--- config.mk ---
export PLATFORM = sky130hd
export DESIGN_NAME = rst_initiator
export DESIGN_NICKNAME = d
export VERILOG_FILES = /design/src/rtl/rst_initiator.sv
export SDC_FILE = /design/constraint.sdc
export NUM_CORES = 1
export LEC_CHECK = 0
export ABC_AREA = 1
export BUFFER_PORTS_ARGS = -buffer_cell sky130_fd_sc_hd__buf_2
export CELL_PAD_IN_SITES_DETAIL_PLACEMENT = 1
export CELL_PAD_IN_SITES_GLOBAL_PLACEMENT = 2
export CORE_UTILIZATION = 36
export CTS_CLUSTER_DIAMETER = 120
export CTS_CLUSTER_SIZE = 20
export DETAILED_ROUTE_END_ITERATION = 8
export HOLD_SLACK_MARGIN = 0.1
export PLACE_DENSITY = 0.83
export SYNTH_ARGS = -nofsm -noshare
export SYNTH_HDL_FRONTEND = slang
export SYNTH_SLANG_ARGS = --single-unit
--- constraint.sdc ---
create_clock -name clk -period 2.78 [get_ports clk]
set_clock_uncertainty 0.1 [all_clocks]
set_input_delay 0.556 -clock clk [delete_from_list [all_inputs] [get_ports clk]]
set_output_delay 0.556 -clock clk [all_outputs]
set_load 0.03 [all_outputs]
--- src/rtl/rst_initiator.sv ---
// rtl/rst_initiator.sv - reset pulse generator with FIFO reset-busy handshake
// Optional timeout watchdog enabled by RST_INITIATOR_TIMEOUT_EN.
module rst_initiator #(
    parameter int HOLD_CYCLES    = 8,
    parameter int SYNC_STAGES    = 3,
    parameter int TIMEOUT_CYCLES = 1024
) (
    input  logic clk,
    input  logic rst_n,
    input  logic req,
    input  logic fifo_rst_busy,
    output logic rst_out,
    output logic busy,
    output logic done,
    output logic timeout_err
);

    // Both counters share the timeout width; TIMEOUT_CYCLES always exceeds HOLD_CYCLES.
    localparam int             CNT_W     = $clog2(TIMEOUT_CYCLES + 1);
    localparam logic [CNT_W-1:0] HOLD_LAST = CNT_W'(HOLD_CYCLES - 1);
    localparam logic [CNT_W-1:0] HOLD_MAX  = CNT_W'(HOLD_CYCLES);

    typedef enum logic [1:0] {
        S_IDLE,
        S_ASSERT,
        S_RELEASE
    } state_t;

    state_t                 state_q, state_d;
    logic [SYNC_STAGES-1:0] sync_q;
    logic                   fb_s;
    logic [CNT_W-1:0]       hold_q, hold_d;
    logic                   rst_out_d, busy_d, done_d;
    logic                   tmo_hit;

    always_ff @(posedge clk or negedge rst_n) begin
        if (!rst_n) begin
            sync_q <= '0;
        end else begin
            sync_q <= {sync_q[SYNC_STAGES-2:0], fifo_rst_busy};
        end
    end

    assign fb_s = sync_q[SYNC_STAGES-1];

`ifdef RST_INITIATOR_TIMEOUT_EN
    localparam logic [CNT_W-1:0] TMO_LAST = CNT_W'(TIMEOUT_CYCLES - 1);

    logic [CNT_W-1:0] tmo_q;
    logic             tmo_err_q;

    assign tmo_hit = (state_q != S_IDLE) && (tmo_q == TMO_LAST);

    always_ff @(posedge clk or negedge rst_n) begin
        if (!rst_n) begin
            tmo_q     <= '0;
            tmo_err_q <= 1'b0;
        end else begin
            if (state_q == S_IDLE) begin
                tmo_q <= '0;
            end else begin
                tmo_q <= tmo_q + CNT_W'(1);
            end
            if ((state_q == S_IDLE) && req) begin
                tmo_err_q <= 1'b0;
            end else if (tmo_hit) begin
                tmo_err_q <= 1'b1;
            end
        end
    end

    assign timeout_err = tmo_err_q;
`else
    assign tmo_hit     = 1'b0;
    assign timeout_err = 1'b0;
`endif

    always_ff @(posedge clk or negedge rst_n) begin
        if (!rst_n) begin
            state_q <= S_IDLE;
            hold_q  <= '0;
            rst_out <= 1'b0;
            busy    <= 1'b0;
            done    <= 1'b0;
        end else begin
            state_q <= state_d;
            hold_q  <= hold_d;
            rst_out <= rst_out_d;
            busy    <= busy_d;
            done    <= done_d;
        end
    end

    always_comb begin
        state_d   = state_q;
        hold_d    = hold_q;
        rst_out_d = rst_out;
        busy_d    = busy;
        done_d    = 1'b0;
        case (state_q)
            S_IDLE: begin
                if (req) begin
                    state_d   = S_ASSERT;
                    rst_out_d = 1'b1;
                    busy_d    = 1'b1;
                    hold_d    = '0;
                end
            end
            S_ASSERT: begin
                if (hold_q != HOLD_MAX) begin
                    hold_d = hold_q + CNT_W'(1);
                end
                // hold_q lags the edge count by one, so HOLD_LAST marks the final hold cycle
                if ((hold_q >= HOLD_LAST) && fb_s) begin
                    state_d   = S_RELEASE;
                    rst_out_d = 1'b0;
                end
            end
            S_RELEASE: begin
                if (!fb_s) begin
                    state_d = S_IDLE;
                    busy_d  = 1'b0;
                    done_d  = 1'b1;
                end
            end
            default: begin
                state_d   = S_IDLE;
                rst_out_d = 1'b0;
                busy_d    = 1'b0;
            end
        endcase
        if (tmo_hit) begin
            state_d   = S_IDLE;
            rst_out_d = 1'b0;
            busy_d    = 1'b0;
            done_d    = 1'b0;
        end
    end

endmodule

==> out/results.md, run 1 <==
• Post-Syn Area per Cell: 7.582 µm²
• power per cell area: 780.0 nW/µm²
• effective utilization at floorplan: 39.57%
• DRT Pass-1 Iters: 4
• Finished Layout Cells: 172
• start-to-end type of the worst setup path: reg -> reg
• gate count of the mapped netlist: 134
• Clock transition at path regs: 0.12 ns
• path category of the worst min-delay check: in -> reg
• crit share post-route: 57.44%
• post-DR wirelength/cell: 13.35 µm
• Row Count: 18
• TritonCTS buffer count: 3
• DP Cell Count: 167
• Setup Viol. Count Final: 0
• Clock Sinks: 19
• Tot GR Track Use: 18.44%
• max-capacitance violation count: 0
• Total Neg Setup Slack: 0 ns
• sequential cell area fraction in the yosys report: 46.80%
• Final Core Density: 42.74%
• number of buffers on the longest clock path: 2
• leakage power figure: 0.5777 nW
• worst-case vdd ir drop: 0.5018 mV
• arrival time worst endpoint: 1.70 ns
• peak per-stage delay on the critical path: 0.45 ns
• Residual DRC: 0
• cell family contributing the most delay on the critical path: simple AND/OR/NAND/NOR gates
• initial antenna violation count: 0
• number of library cell types mapped by synthesis: 22
• detailed placer's ending HPWL: 1741 µm
• critical path, cell by cell: ha_1 > nand2_2 > nand2_1 > nor2_1 > nand2_1 > nand2_1 > nand2_1 > nand3b_1 > nand2_1
• nets@finish: 149
• drt total wl: 2297 µm
• startpoint kind of the worst setup timing path: flop
• root buffer selected by CTS: sky130_fd_sc_hd__clkbuf_4
• FMAX: 626.2 MHz
• number of inserted diodes: 0
• total overflow reported by the global router: 0
• result of the run: finished, final reports clean
• count of vias placed by the detailed router: 846
• CP Capture Type: flop
• via count of the first global-routing pass: 845
• Die W: 55.13 µm
• critical path buffer and inverter count: 0
• total of flip-flops plus latches after synthesis: 19
• number of pins exceeding their max-slew limit in the final report: 0
• remaining number of nets flagged by the antenna check after routing: 0
• PnR Total Power: 0.0008559 W
• number of buffer cells added on primary ports: 6
• hold slack: 0.2548 ns
• Area Overhead vs Synth: 8.005%
• I/O pin count: 8
• syn_nets: 140
• cell with the largest stage delay on the worst path: sky130_fd_sc_hd__dfrtp_1
• number of gates given a new drive strength after cts: 0
• TritonCTS clock tree: yes
• Warnings, synthesis: 0
• clock latency of the later-clocked register in the worst-skew pair: 0.30 ns
• largest net degree at the start of global routing: 20
• maximum fanout count along the critical path: 4
• number of endpoints with negative hold slack in the final report: 0
• area inside the core boundary: 2567 µm²
• RSZ-0062 raised after global routing: false
• dominant cell type by count on the critical path: sky130_fd_sc_hd__nand2_1
• fraction of final layout cells sized beyond drive strength 1: 10.56%
• post-synthesis instance area: 1016 µm²
• wire length of the first global-routing pass: 3864 µm
• floorplan die area: 3039 µm²
• drt initial violations: 9
• drt via density: 4.919
• placer congestion estimate: 0.7942
• minimum clock period after layout: 1.597 ns
• overall die height: 55.13 µm
• required time of the worst setup path: 2.88 ns
• maximum level of the CTS H-tree: 1
final timing paths:
check	from	to	slack, ns	depth (start not counted)
hold / removal	fifo_rst_busy	sync_q[0]$_DFF_PN0_	0.25	1
setup / recovery	hold_q[0]$_DFFE_PN0P_	state_q[1]$_DFFE_PN0P_	1.18	9
max in group asynchronous	rst_n	hold_q[5]$_DFFE_PN0P_	1.66	2
hold reg to reg	sync_q[1]$_DFF_PN0_	sync_q[2]$_DFF_PN0_	0.27	0
min in group asynchronous	rst_n	hold_q[0]$_DFFE_PN0P_	0.61	2
setup reg to reg	hold_q[0]$_DFFE_PN0P_	state_q[1]$_DFFE_PN0P_	1.18	9
metrics by stage:
stage	area [µm²]	worst slack [ns]
after global routing	1097	1.038
after global placement	1060	1.148
after floorplan	1016	1.403
final	1097	1.183
after CTS	1097	1.170
after detailed placement	1060	1.148
sequential cells by signal, indices dropped and copies added (netlist names):
name     cells
state_q      2
rst_out      1
hold_q      11
busy         1
sync_q       3
done         1
worst reg2reg max path, delay by kind of cell (launching register included):
kind,cells,cell delay (ns)
flip-flops,1,0.45
AND/OR/NAND/NOR,8,0.68
adder cells (fa/ha/maj),1,0.27
timing repair:
action	CTS	global route
endpoints found under the setup margin	0	0
hold buffers	1	0
setup buffers	0	0
hold endpoints to repair	19	0
kinds of logic after synthesis:
family	share of synthesized area, %
DFF	46.80
and+or+nand+nor	36.95
xor gates and xnor gates	0.8622
other	0.3691
buffers and inverters	7.881
adders and majority gates	2.463
AOI/OAI and AO/OA	4.679
final cells by class:
class | instances | area [µm²]
repair buffers | 7 | 40.04
clock inverters | 1 | 5.005
well taps | 30 | 37.54
inverters | 15 | 56.30
fillers | 324 | 1470
multi-input cells | 97 | 460.4
clock buffers | 3 | 22.52
flip-flops and latches | 19 | 475.5
power breakdown:
group | total [W] | internal (W) | switching (W)
Clock | 0.000146 | 0.0000535 | 0.0000929
Sequential | 0.000390 | 0.000332 | 0.0000576
Combinational | 0.000320 | 0.0000909 | 0.000229
routing by layer:
layer / vias up / routed length (µm) / global-route usage (%) / part of all wire [%]
met2: 6 / 1046 / 29.32 / 46
met1: 399 / 1193 / 25.64 / 52
li1: 439 / - / - / -
met4: 0 / 15 / 5.000 / 0.65
met5: - / 0 / 0 / 0
met3: 2 / 41 / 3.279 / 1.8
synth_stat cells (all sizes together):
cell    instances  area (µm²)
nand3b          1       7.510
nand2          48       185.2
nor2           11       41.29
inv            15       56.30
conb            1       3.750
xor2            1       8.760
nand4           4       31.28
nand3          15       80.08
ha              2       25.02
dfrtp          19       475.5
o21bai          1       7.510
a21oi           1       5.000
nor3            5       30.03
buf             3       23.77
o21ai           7       35.03
layout by cell type, fill, tap and decap left out, types with 2 or more instances in the layout:
cell type	count
sky130_fd_sc_hd__nand2_2	2
sky130_fd_sc_hd__o21ai_0	6
sky130_fd_sc_hd__clkbuf_4	3
sky130_fd_sc_hd__dfrtp_1	19
sky130_fd_sc_hd__ha_1	2
sky130_fd_sc_hd__nor2_1	11
sky130_fd_sc_hd__nand2_1	46
sky130_fd_sc_hd__inv_1	15
sky130_fd_sc_hd__nor3_1	4
sky130_fd_sc_hd__nand3_1	14
sky130_fd_sc_hd__nand4_1	3
sky130_fd_sc_hd__buf_2	6
Power figures use the tool's default switching activity.
==> run 2, diff against run 1 <==
--- a/config.mk
+++ b/config.mk
@@ -9,12 +9,12 @@
 export BUFFER_PORTS_ARGS = -buffer_cell sky130_fd_sc_hd__buf_2
 export CELL_PAD_IN_SITES_DETAIL_PLACEMENT = 1
 export CELL_PAD_IN_SITES_GLOBAL_PLACEMENT = 2
-export CORE_UTILIZATION = 36
+export CORE_UTILIZATION = 33
 export CTS_CLUSTER_DIAMETER = 120
 export CTS_CLUSTER_SIZE = 20
 export DETAILED_ROUTE_END_ITERATION = 8
 export HOLD_SLACK_MARGIN = 0.1
-export PLACE_DENSITY = 0.83
+export PLACE_DENSITY = 0.77
 export SYNTH_ARGS = -nofsm -noshare
 export SYNTH_HDL_FRONTEND = slang
 export SYNTH_SLANG_ARGS = --single-unit
==> constraint.sdc (replaced) <==
create_clock -name clk -period 1.6 [get_ports clk]
set_clock_uncertainty 0.1 [all_clocks]
set_input_delay 0.32 -clock clk [delete_from_list [all_inputs] [get_ports clk]]
set_output_delay 0.32 -clock clk [all_outputs]
set_load 0.03 [all_outputs]
==> run 2 against run 1 <==
Against the previous run:
- setup slack worse by 1.0 ns
- die area is 8.7% higher
- fmax increased by 11%
- critical path depth stayed put
- power rose by 86%
- combinational power rose by 110%
- design area up 6.6%
- critical endpoint unchanged
- largest cell class unchanged
==> out/results.md, run 2 (same netlist as run 1, synthesis figures left out) <==
• placer congestion estimate: 0.7894
• I/O pin count: 8
• number of endpoints with negative hold slack in the final report: 0
• area inside the core boundary: 2829 µm²
• Reg-to-Reg Start: hold_q[1]$_DFFE_PN0P_
• Area Overhead vs Synth: 15.15%
• number of buffer cells added on primary ports: 6
• largest net degree at the start of global routing: 20
• floorplan die area: 3305 µm²
• RSZ-0062 raised after global routing: false
• Clock Sinks: 19
• required time of the worst setup path: 1.69 ns
• cell with the largest stage delay on the worst path: sky130_fd_sc_hd__dfrtp_1
• cell family contributing the most delay on the critical path: simple AND/OR/NAND/NOR gates
• number of pins exceeding their max-slew limit in the final report: 0
• max-capacitance violation count: 0
• depth of the worst register-to-register path: 9
• dominant cell type by count on the critical path: sky130_fd_sc_hd__nand2_1
• fraction of final layout cells sized beyond drive strength 1: 16.00%
• number of inserted diodes: 0
• hold depth: 0
• register bank with the most flops: hold_q
• remaining number of nets flagged by the antenna check after routing: 0
• post-DR wirelength/cell: 13.31 µm
• DRT Pass-1 Iters: 4
• minimum clock period after layout: 1.441 ns
• drt total wl: 2409 µm
• Die W: 57.49 µm
• Worst Min Path Start: sync_q[0]$_DFF_PN0_
• total overflow reported by the global router: 0
• root buffer selected by CTS: sky130_fd_sc_hd__clkbuf_4
• drt initial violations: 36
• drt via density: 4.961
• critical path, cell by cell: ha_2 > nand2_2 > nand2_1 > nor2_1 > nand2_1 > nand2_1 > nand2_1 > nand3b_1 > nand2_1
• Setup Viol. Count Final: 0
• worst-case vdd ir drop: 0.6389 mV
• via count of the first global-routing pass: 973
• commonest non-fill, non-tap cell in the layout: sky130_fd_sc_hd__nand2_1
• result of the run: finished, final reports clean
• Row Count: 19
• clock latency of the later-clocked register in the worst-skew pair: 0.30 ns
• largest registers: hold_q x11, sync_q x3, state_q x2
• start-to-end type of the worst setup path: reg -> reg
• overall die height: 57.49 µm
• area of all placed cells without fillers: 1170 µm²
• count of vias placed by the detailed router: 898
• number of flip-flops under the largest register name: 11
• nets@finish: 157
• power per cell area: 1358 nW/µm²
• path category of the worst min-delay check: reg -> reg
• effective utilization at floorplan: 35.91%
• maximum level of the CTS H-tree: 1
• Clock transition at path regs: 0.12 ns
• wire length of the first global-routing pass: 4264 µm
• number of buffers on the longest clock path: 2
• startpoint kind of the worst setup timing path: flop
• maximum fanout count along the critical path: 4
• critical path buffer and inverter count: 0
• most frequent cells in the layout: 46 x sky130_fd_sc_hd__nand2_1, 18 x sky130_fd_sc_hd__dfrtp_1, 15 x sky130_fd_sc_hd__inv_1, 14 x sky130_fd_sc_hd__nand3_1, 11 x sky130_fd_sc_hd__nor2_1
• CP Capture Type: flop
• FMAX: 694.0 MHz
• cell area reported after detailed placement: 1106 µm²
• peak per-stage delay on the critical path: 0.42 ns
• TritonCTS clock tree: yes
• Total Neg Setup Slack: 0 ns
• crit share post-route: 90.06%
• Residual DRC: 0
• endpoint of the most critical register-to-register path: state_q[1]$_DFFE_PN0P_
• initial antenna violation count: 0
• Finished Layout Cells: 181
• endpoint of the worst hold path: sync_q[1]$_DFF_PN0_
• Tot GR Track Use: 16.66%
• PnR Total Power: 0.001589 W
• TritonCTS buffer count: 3
• detailed placer's ending HPWL: 1823 µm
• Worst R2R Setup Slack: 0.16 ns
• DP Cell Count: 174
• leakage power figure: 0.6138 nW
• arrival time worst endpoint: 1.54 ns
-- run 2: cell count changes in the layout (fill, tap and decap cells not counted) --
cell	previous run	this run
sky130_fd_sc_hd__ha_2	0	1
sky130_fd_sc_hd__dfrtp_1	19	18
sky130_fd_sc_hd__dfrtp_2	0	1
sky130_fd_sc_hd__buf_4	0	7
sky130_fd_sc_hd__nand2_4	0	1
sky130_fd_sc_hd__ha_1	2	1
sky130_fd_sc_hd__dlygate4sd3_1	1	2
sky130_fd_sc_hd__nand2_2	2	1
-- run 2: how the worst max path moves through the flow --
stage                              to  slack, ns  depth (start not counted)                   from
2_1_floorplan  state_q[1]$_DFFE_PN0P_       0.23                          9  hold_q[0]$_DFFE_PN0P_
3_3_place_gp   state_q[1]$_DFFE_PN0P_       0.12                          9  hold_q[0]$_DFFE_PN0P_
3_5_place_dp   state_q[1]$_DFFE_PN0P_       0.06                          9  hold_q[0]$_DFFE_PN0P_
4_1_cts        state_q[1]$_DFFE_PN0P_       0.03                          9  hold_q[0]$_DFFE_PN0P_
5_1_grt        state_q[1]$_DFFE_PN0P_      0.005                          9  hold_q[1]$_DFFE_PN0P_
6_report       state_q[1]$_DFFE_PN0P_       0.16                          9  hold_q[1]$_DFFE_PN0P_
-- run 2: worst register-to-register path, delay by kind of cell, from the launching register on --
family        cells  cell delay [ns]
simple gates      8             0.63
fa+ha+maj         1             0.20
flops             1             0.42
-- run 2: timing repair --
item	CTS	global route
gates resized for setup	0	3
endpoints found under the hold margin	20	0
hold buffers	2	0
setup buffers	0	1
endpoints found under the setup margin	0	9
-- run 2: power breakdown --
group          switching (W)  internal, W  total, W
Combinational       0.000446     0.000226  0.000672
Clock               0.000160    0.0000930  0.000252
Sequential         0.0000850     0.000579  0.000664
-- run 2: routing by layer --
layer / up-vias / track usage, % / wire (µm)
met1: 436 / 22.13 / 1198
met3: 2 / 2.041 / 37
met2: 8 / 28.24 / 1150
met4: 0 / 5.226 / 23
li1: 452 / - / -
met5: - / 0 / 0
-- run 2: area by class of cell --
class	count	area (µm²)
Timing Repair Buffer	15	102.6
Clock buffer	3	22.52
Tap cell	31	38.79
Clock inverter	1	5.005
Inverter	15	56.30
Sequential cell	19	476.7
Fill cell	370	1659
Multi-Input combinational cell	97	467.9
-- run 2: metrics by stage --
stage	setup WS (ns)	utilization [%]	hold WS (ns)
3_3_place_gp	0.1164	39.10	0.1910
3_5_place_dp	0.05897	39.10	0.1860
4_1_cts	0.03462	40.78	0.2730
5_1_grt	0.005474	41.35	0.2796
2_1_floorplan	0.2267	-	-0.07559
6_report	0.1591	41.35	0.2708
==> run 3, diff against run 2 <==
--- a/config.mk
+++ b/config.mk
@@ -9,12 +9,13 @@
 export BUFFER_PORTS_ARGS = -buffer_cell sky130_fd_sc_hd__buf_2
 export CELL_PAD_IN_SITES_DETAIL_PLACEMENT = 1
 export CELL_PAD_IN_SITES_GLOBAL_PLACEMENT = 2
-export CORE_UTILIZATION = 33
+export CORE_UTILIZATION = 30
 export CTS_CLUSTER_DIAMETER = 120
 export CTS_CLUSTER_SIZE = 20
 export DETAILED_ROUTE_END_ITERATION = 8
+export GPL_ROUTABILITY_DRIVEN = 0
 export HOLD_SLACK_MARGIN = 0.1
-export PLACE_DENSITY = 0.77
+export PLACE_DENSITY = 0.71
 export SYNTH_ARGS = -nofsm -noshare
 export SYNTH_HDL_FRONTEND = slang
 export SYNTH_SLANG_ARGS = --single-unit
==> run 3 against run 2 <==
Against the previous run:
- die area is 9.7% higher
- power decreased by 2.2%
- first-iteration DRC count up 5.6%
- critical path type unchanged
- critical endpoint is now hold_q[8]$_DFFE_PN0P_
==> out/results.md, run 3 (same netlist as run 1, synthesis figures left out) <==
• RSZ-0062 raised after global routing: false
• crit share post-route: 91.60%
• path category of the worst min-delay check: reg -> reg
• number of inserted diodes: 0
• Die W: 60.20 µm
• largest registers: hold_q x11, sync_q x3, state_q x2
• Worst R2R Setup Slack: 0.13 ns
• Area Overhead vs Synth: 17.49%
• startpoint kind of the worst setup timing path: flop
• multi-input gate area in the final layout: 467.9 µm²
• via count of the first global-routing pass: 930
• drt via density: 4.513
• arrival time worst endpoint: 1.61 ns
• max-capacitance violation count: 0
• required time of the worst setup path: 1.75 ns
• critical path, cell by cell: ha_2 > nand2_2 > nor3_2 > inv_1 > o21ai_1 > nand3_1 > nand2_1
• most frequent cells in the layout: 46 x sky130_fd_sc_hd__nand2_1, 18 x sky130_fd_sc_hd__dfrtp_1, 15 x sky130_fd_sc_hd__inv_1, 14 x sky130_fd_sc_hd__nand3_1, 11 x sky130_fd_sc_hd__nor2_1
• endpoint of the worst hold path: sync_q[2]$_DFF_PN0_
• cell with the largest stage delay on the worst path: sky130_fd_sc_hd__dfrtp_1
• nets@finish: 158
• Residual DRC: 0
• largest net degree at the start of global routing: 20
• number of endpoints with negative hold slack in the final report: 0
• count of vias placed by the detailed router: 880
• Row Count: 20
• initial antenna violation count: 0
• drt initial violations: 38
• FF/Latch Area: 476.7 µm²
• FMAX: 682.3 MHz
• Tot GR Track Use: 15.72%
• TritonCTS clock tree: yes
• worst-case setup margin in the final layout: 0.1345 ns
• final-layout fill cell count: 395
• result of the run: finished, final reports clean
• maximum fanout count along the critical path: 4
• number of buffers on the longest clock path: 2
• depth of the worst register-to-register path: 7
• overall die height: 60.20 µm
• minimum clock period after layout: 1.466 ns
• post-DR wirelength/cell: 12.10 µm
• fraction of final layout cells sized beyond drive strength 1: 16.56%
• area inside the core boundary: 3128 µm²
• start-to-end type of the worst setup path: reg -> reg
• drt total wl: 2360 µm
• Clock transition at path regs: 0.11 ns
• number of pins exceeding their max-slew limit in the final report: 0
• remaining number of nets flagged by the antenna check after routing: 0
• commonest non-fill, non-tap cell in the layout: sky130_fd_sc_hd__nand2_1
• Total Neg Setup Slack: 0 ns
• critical path buffer and inverter count: 1
• clock latency of the later-clocked register in the worst-skew pair: 0.30 ns
• DRT Pass-1 Iters: 4
• pre-CTS setup slack: 0.09229 ns
• effective utilization at floorplan: 32.48%
• floorplan die area: 3623 µm²
• wire length of the first global-routing pass: 4202 µm
• leakage power figure: 0.6198 nW
• register bank with the most flops: hold_q
• power per cell area: 1303 nW/µm²
• hold depth: 0
• endpoint of the most critical register-to-register path: hold_q[8]$_DFFE_PN0P_
• CP Capture Type: flop
• Reg-to-Reg Start: hold_q[0]$_DFFE_PN0P_
• I/O pin count: 8
• number of buffer cells added on primary ports: 6
• detailed placer's ending HPWL: 1807 µm
• worst-case vdd ir drop: 0.6673 mV
• peak per-stage delay on the critical path: 0.42 ns
• number of flip-flops under the largest register name: 11
• total overflow reported by the global router: 0
• Final Core Density: 38.16%
• maximum level of the CTS H-tree: 1
• Clock Sinks: 19
• Worst Min Path Start: sync_q[1]$_DFF_PN0_
• Setup Viol. Count Final: 0
• root buffer selected by CTS: sky130_fd_sc_hd__clkbuf_4
• TritonCTS buffer count: 3
• cell family contributing the most delay on the critical path: simple AND/OR/NAND/NOR gates
## run 3: changes by cell type in the layout (fill, tap and decap cells not counted)
cell	previous run	this run
sky130_fd_sc_hd__buf_4	7	8
## run 3: per-layer routing
layer	vias up	wire [µm]	global-route usage (%)
met2	6	1086	25.59
li1	458	-	-
met5	-	0	0
met4	0	21	5.980
met1	414	1217	20.94
met3	2	35	2.165
## run 3: repair_timing
| item | in CTS | in global routing |
|---|---|---|
| hold endpoints to repair | 20 | 0 |
| endpoints found under the setup margin | 0 | 9 |
| gates resized for setup | 0 | 3 |
| setup buffers | 0 | 0 |
| hold buffers | 2 | 0 |
## run 3: worst register-to-register path, cell delays in order (launching register included)
cell,delay (ns)
sky130_fd_sc_hd__dfrtp_1,0.42
sky130_fd_sc_hd__ha_2,0.24
sky130_fd_sc_hd__nand2_2,0.09
sky130_fd_sc_hd__nor3_2,0.22
sky130_fd_sc_hd__inv_1,0.09
sky130_fd_sc_hd__o21ai_1,0.12
sky130_fd_sc_hd__nand3_1,0.08
sky130_fd_sc_hd__nand2_1,0.06
## run 3: how the worst max path moves through the flow
stage	start	to	slack, ns	cells past startpoint
after floorplan	hold_q[0]$_DFFE_PN0P_	state_q[1]$_DFFE_PN0P_	0.23	9
after global routing	hold_q[0]$_DFFE_PN0P_	hold_q[8]$_DFFE_PN0P_	0.007	7
after detailed placement	hold_q[0]$_DFFE_PN0P_	state_q[1]$_DFFE_PN0P_	0.09	9
final	hold_q[0]$_DFFE_PN0P_	hold_q[8]$_DFFE_PN0P_	0.13	7
after CTS	hold_q[0]$_DFFE_PN0P_	state_q[1]$_DFFE_PN0P_	0.07	9
after global placement	hold_q[0]$_DFFE_PN0P_	state_q[1]$_DFFE_PN0P_	0.11	9
## run 3: cell type report
class	instances	share of cell area, %
flip-flops and latches	19	39.94
inverters	15	4.717
multi-input cells	97	39.20
well taps	44	4.612
clock inverters	1	0.4193
clock buffers	3	1.887
repair buffers	16	9.224
## run 3: per-stage QoR
stage | power, W | instances | cell area (µm²) | hold slack [ns]
final | 0.001555 | 195 | 1194 | 0.2655
after CTS | 0.001583 | 195 | 1185 | 0.2710
after global routing | 0.001696 | 195 | 1194 | 0.2836
after global placement | 0.001302 | 189 | 1137 | 0.1863
after detailed placement | 0.001316 | 189 | 1137 | 0.1925
after floorplan | 0.001114 | 134 | 1016 | -0.07559
## run 3: power by group
part           internal (W)  leakage [nW]  switching [W]
registers          0.000580         0.246      0.0000939
logic              0.000213         0.356       0.000419
clock network     0.0000931        0.0177       0.000156
